$ cat config.mk
export PLATFORM = sky130hd
export DESIGN_NAME = ysyx_24080014_lsu
export DESIGN_NICKNAME = d
export VERILOG_FILES = /design/src/rtl/ysyx_24080014_pkg.sv /design/src/rtl/ysyx_24080014_lsu_align.sv /design/src/rtl/ysyx_24080014_lsu.sv
export SDC_FILE = /design/constraint.sdc
export NUM_CORES = 1
export LEC_CHECK = 0
export CAP_MARGIN = 20
export CORE_MARGIN = 2
export CORE_UTILIZATION = 47
export CTS_CLUSTER_SIZE = 28
export DETAILED_ROUTE_END_ITERATION = 6
export PLACE_DENSITY = 0.86
export SLEW_MARGIN = 0
export SYNTH_ARGS = -nofsm -noshare
export SYNTH_HDL_FRONTEND = slang
export SYNTH_SLANG_ARGS = --single-unit
$ cat constraint.sdc
create_clock -name clk -period 3.4 [get_ports clk]
set_clock_uncertainty 0.1 [all_clocks]
set_input_delay 0.34 -clock clk [delete_from_list [all_inputs] [get_ports clk]]
set_output_delay 0.34 -clock clk [all_outputs]
set_load 0.005 [all_outputs]
$ cat src/rtl/ysyx_24080014_pkg.sv
// Shared types and constants for the ysyx_24080014 load/store unit.
// The FSM encoding, funct3 access codes and datapath widths live here.
package ysyx_24080014_pkg;

  localparam int XLEN   = 32;
  localparam int STRB_W = XLEN / 8;

  localparam logic [2:0] F3_B  = 3'b000;
  localparam logic [2:0] F3_H  = 3'b001;
  localparam logic [2:0] F3_W  = 3'b010;
  localparam logic [2:0] F3_BU = 3'b100;
  localparam logic [2:0] F3_HU = 3'b101;

  typedef enum logic [1:0] {
    ST_IDLE,
    ST_REQ,
    ST_WAIT,
    ST_DONE
  } lsu_state_t;

endpackage

$ cat src/rtl/ysyx_24080014_lsu_align.sv
// Combinational lane logic for the LSU: store replication and byte strobes,
// load shift/extend, and misaligned/illegal access detection.
module ysyx_24080014_lsu_align
  import ysyx_24080014_pkg::*;
(
  input  logic [2:0]        chk_funct3,
  input  logic [1:0]        chk_off,
  input  logic              chk_we,
  output logic              chk_fault,
  input  logic [2:0]        funct3,
  input  logic [1:0]        off,
  input  logic              we,
  input  logic [XLEN-1:0]   store_data,
  input  logic [XLEN-1:0]   rdata,
  output logic [XLEN-1:0]   wdata,
  output logic [STRB_W-1:0] wstrb,
  output logic [XLEN-1:0]   load_ext
);

  logic [XLEN-1:0] shifted;

  // Each byte lane picks its source byte and enable independently.
  for (genvar gi = 0; gi < STRB_W; gi++) begin : g_lane
    always_comb begin
      wdata[8*gi +: 8] = 8'h00;
      wstrb[gi]        = 1'b0;
      if (we) begin
        case (funct3)
          F3_B: begin
            wdata[8*gi +: 8] = store_data[7:0];
            wstrb[gi]        = (off == 2'(gi));
          end
          F3_H: begin
            wdata[8*gi +: 8] = store_data[8*(gi%2) +: 8];
            wstrb[gi]        = (off[1] == 1'(gi/2));
          end
          F3_W: begin
            wdata[8*gi +: 8] = store_data[8*gi +: 8];
            wstrb[gi]        = 1'b1;
          end
          default: begin
            wdata[8*gi +: 8] = 8'h00;
            wstrb[gi]        = 1'b0;
          end
        endcase
      end
    end
  end

  always_comb begin
    shifted  = rdata >> {off, 3'b000};
    load_ext = shifted;
    case (funct3)
      F3_B:    load_ext = {{24{shifted[7]}}, shifted[7:0]};
      F3_H:    load_ext = {{16{shifted[15]}}, shifted[15:0]};
      F3_BU:   load_ext = {24'h000000, shifted[7:0]};
      F3_HU:   load_ext = {16'h0000, shifted[15:0]};
      default: load_ext = shifted;
    endcase
  end

  // Unsigned variants exist only for loads; unlisted codes always fault.
  always_comb begin
    chk_fault = 1'b0;
    case (chk_funct3)
      F3_B:    chk_fault = 1'b0;
      F3_H:    chk_fault = chk_off[0];
      F3_W:    chk_fault = |chk_off;
      F3_BU:   chk_fault = chk_we;
      F3_HU:   chk_fault = chk_we | chk_off[0];
      default: chk_fault = 1'b1;
    endcase
  end

endmodule

$ cat src/rtl/ysyx_24080014_lsu.sv
// Load/store unit: latches one access, runs a single word-aligned bus
// transaction and completes it with a one-cycle mem_ready pulse.
module ysyx_24080014_lsu
  import ysyx_24080014_pkg::*;
(
  input  logic              clk,
  input  logic              rst,
  input  logic              valid,
  input  logic              ReadWr,
  input  logic              StoreWr,
  input  logic [2:0]        funct3,
  input  logic [XLEN-1:0]   addr,
  input  logic [XLEN-1:0]   store_data,
  output logic              mem_ready,
  output logic [XLEN-1:0]   load_data,
  output logic              lsu_fault,
  output logic              mem_req_valid,
  input  logic              mem_req_ready,
  output logic              mem_req_we,
  output logic [XLEN-1:0]   mem_req_addr,
  output logic [XLEN-1:0]   mem_req_wdata,
  output logic [STRB_W-1:0] mem_req_wstrb,
  input  logic              mem_rsp_valid,
  input  logic [XLEN-1:0]   mem_rsp_rdata,
  input  logic              mem_rsp_err
);

  lsu_state_t state_reg, state_next;

  logic [XLEN-1:0] addr_reg;
  logic [XLEN-1:0] sd_reg;
  logic [XLEN-1:0] rdata_reg;
  logic [2:0]      funct3_reg;
  logic            we_reg;
  logic            fault_reg;

  logic            accept;
  logic            accept_fault;
  logic            chk_fault;
  logic [XLEN-1:0] load_ext;

  // Both strobes set still counts as an access, but one that faults.
  assign accept       = valid && (ReadWr || StoreWr);
  assign accept_fault = (ReadWr && StoreWr) || chk_fault;

  ysyx_24080014_lsu_align u_align (
    .chk_funct3 (funct3),
    .chk_off    (addr[1:0]),
    .chk_we     (StoreWr),
    .chk_fault  (chk_fault),
    .funct3     (funct3_reg),
    .off        (addr_reg[1:0]),
    .we         (we_reg),
    .store_data (sd_reg),
    .rdata      (rdata_reg),
    .wdata      (mem_req_wdata),
    .wstrb      (mem_req_wstrb),
    .load_ext   (load_ext)
  );

  always_ff @(posedge clk) begin
    if (rst) begin
      state_reg <= ST_IDLE;
    end else begin
      state_reg <= state_next;
    end
  end

  always_comb begin
    state_next = state_reg;
    case (state_reg)
      ST_IDLE: if (accept) state_next = accept_fault ? ST_DONE : ST_REQ;
      ST_REQ:  if (mem_req_ready) state_next = ST_WAIT;
      ST_WAIT: if (mem_rsp_valid) state_next = ST_DONE;
      ST_DONE: state_next = ST_IDLE;
      default: state_next = ST_IDLE;
    endcase
  end

  always_ff @(posedge clk) begin
    if (rst) begin
      addr_reg   <= '0;
      sd_reg     <= '0;
      rdata_reg  <= '0;
      funct3_reg <= 3'b000;
      we_reg     <= 1'b0;
      fault_reg  <= 1'b0;
    end else begin
      if (state_reg == ST_IDLE && accept) begin
        addr_reg   <= addr;
        sd_reg     <= store_data;
        funct3_reg <= funct3;
        we_reg     <= StoreWr;
        fault_reg  <= accept_fault;
        rdata_reg  <= '0;
      end
      // Responses outside WAIT are dropped on the floor.
      if (state_reg == ST_WAIT && mem_rsp_valid) begin
        rdata_reg <= mem_rsp_rdata;
        fault_reg <= mem_rsp_err;
      end
    end
  end

  always_comb begin
    mem_req_valid = (state_reg == ST_REQ);
    mem_ready     = (state_reg == ST_DONE);
    lsu_fault     = (state_reg == ST_DONE) && fault_reg;
    load_data     = '0;
    if (state_reg == ST_DONE && !we_reg && !fault_reg) begin
      load_data = load_ext;
    end
  end

  assign mem_req_addr = {addr_reg[XLEN-1:2], 2'b00};
  assign mem_req_we   = we_reg;

endmodule

==> reports/metrics.yaml <==
n_antenna_cell: 0
outcome: "completed"
synthArstFlopShare: 0
yosys_register_bits: 103
drt_first_iter_violations: 435
ctsResizeCount: 0
startpoint_type: "register"
post_cts_buffers: 0
fin_area_um2: 7320
firstDrtPassIters: 7
fin_setup_tns_ns: 0
place.gp.congestion: 0.992
power_mw: 3.37
synth_edf_count: 0
post-synth-top-area-cell: "dfxtp_1"
min_path_cells: 2
cts_root_buf: "clkbuf_8"
die_area_um2: 12100
antenna_left: 0
io_pins: 211
htree_levels: 3
dp.final_hpwl_um: 11500
fin_crit_ns: 3.11
grt_usage: 0.255
power.density_nw_per_um2: 460
period_share: 0.915
grt_first_pass_wirelength_um: 24000
worstMarginPinSlew_ns: 0.855
drive_gt1_frac: 0.0777
route.detailed.drc: 0
p_leak_nw: 2.60
cp_max_fo: 16
final_nets: 971
critical_path_class: "register to output port"
fp-row-count: 38
avgSynthCellArea_um2: 7.37
synthCells: 714
relSlewSlack: 0.430
area_growth_syn_to_layout_pct: 39.1
vias: 5314
routed_via_density: 5.30
chipWidth_um: 110
end_kind: "output port"
die_y_um: 110
final_common_cell: "clkdlybuf4s50_1"
worstSkewPairLatency_ns: 0.34
use_met1: 0.335
antenna_found_initial: 0
fmaxAchievable_ghz: 0.322
yosys-top-cells-area: "dfxtp_1, nand2_1, a21oi_1"
clk_path_buf_depth: 2
grt_use_met2: 0.412
synth_top_flop_cell: "dfxtp_1"
core-area_um2: 10900
grt_util_met3: 0.0646
hold_viol_final: 0
arrival_ns: 2.67
cts_made_buffers: 9
routed_wl_um: 15700
cts_tree: "yes"
rsz0062_at_grt: "no"
start_util: 0.483
drv_slew: 0
placed_cells: 988
grt_max_degree: 82
yosys_warnings: 0
grt_pass1_vias: 4805
stdcell_count: 1002
required_ns: 2.96
yosysSeqAreaShare: 0.392
port_buffers: 208
hp-class: "register to register"
worstRegToRegCells: 6
path_clk_slew_ns: 0.09
dpl_cell_area_um2: 7140
wire_per_inst_um: 15.7
cap_violations: 0
busiest_layer: "met2"
syn_area_um2: 5260
grt_overflow: 0
report.final.setup_viol: 0
numClockSinks: 103
holdBufCountCts: 0
mostFrequentLayoutCells: "clkdlybuf4s50_1, nand2_1, a21oi_1"
ir_drop_mv: 0.308
synth_cell_type_count: 42
yosysTopAreaCellShare: 0.392
## Yosys cell counts (2+ instances only)
master and instances:
a22oi_1 16, buf_6 2, inv_1 4, nand2b_1 3, o21ai_0 4, buf_4 32
clkbuf_1 42, a2bb2oi_1 8, nand3_1 32, nor2_1 39, a21oi_1 129, and2_1 10
ha_1 5, nand2_1 192, nand2_2 10, mux2_2 17, a221oi_1 2, o21a_1 2
nor2b_1 13, a211oi_1 7, buf_1 8, dfxtp_1 103, buf_2 7, mux2i_1 9
## kinds of logic (layout without fill, tap and decap cells)
| kind of cell | Yosys count | after routing | synth area share |
|---|---|---|---|
| AO/OA/AOI/OAI | 174 | 174 | 0.188 |
| other | 1 | 2 | 0.000712 |
| multiplexers | 26 | 26 | 0.0535 |
| flip-flops | 103 | 103 | 0.392 |
| buffers and inverters | 97 | 244 | 0.0996 |
| adder cells (fa/ha/maj) | 5 | 5 | 0.0119 |
| AND/OR/NAND/NOR | 307 | 307 | 0.252 |
| XOR/XNOR | 1 | 1 | 0.00166 |
## critical path: stages (launching register included)
cell and delay [ns]:
dfxtp_1 0.39, ha_1 0.19, or3b_1 0.46, or4_4 0.67, nand2_1 0.11, clkdlybuf4s50_1 0.51
## report_power, final
part / internal, mW / total [mW] / switching (mW)
logic: 0.530 / 1.15 / 0.624
registers: 1.37 / 1.51 / 0.142
clock network: 0.283 / 0.701 / 0.418
## final cells by class
class                           count  area, um2
Timing Repair Buffer              225       2210
Inverter                            5       18.8
Multi-Input combinational cell    515       2690
Clock inverter                      4       32.5
Tap cell                          140        175
Clock buffer                       10        138
Fill cell                         941       3570
Sequential cell                   103       2060
## metal layers
layer / wire length [um] / vias up
li1: - / 2630
met1: 6640 / 2431
met2: 7490 / 228
met3: 1330 / 25
met4: 274 / 0
met5: 0 / -
## metrics by stage
| step | worst slack, ns | hold WS, ns | util |
|---|---|---|---|
| after detailed placement | 0.544 | 0.346 | 0.656 |
| after CTS | 0.140 | 0.359 | 0.672 |
| final | 0.291 | 0.357 | 0.672 |
| after global routing | 0.111 | 0.371 | 0.672 |
| after global placement | 0.595 | 0.341 | 0.656 |
| after floorplan | 1.13 | 0.337 | - |
## final timing paths
check	startpoint	endpoint	slack (ns)
worst max-delay path	state_reg[1]	load_data[16]	0.29
worst min-delay path	addr_reg[24]	addr_reg[24]	0.36
worst max register to register	state_reg[0]	sd_reg[24]	1.39
worst min register to register	addr_reg[24]	addr_reg[24]	0.36
(Power assumes the default switching activity.)
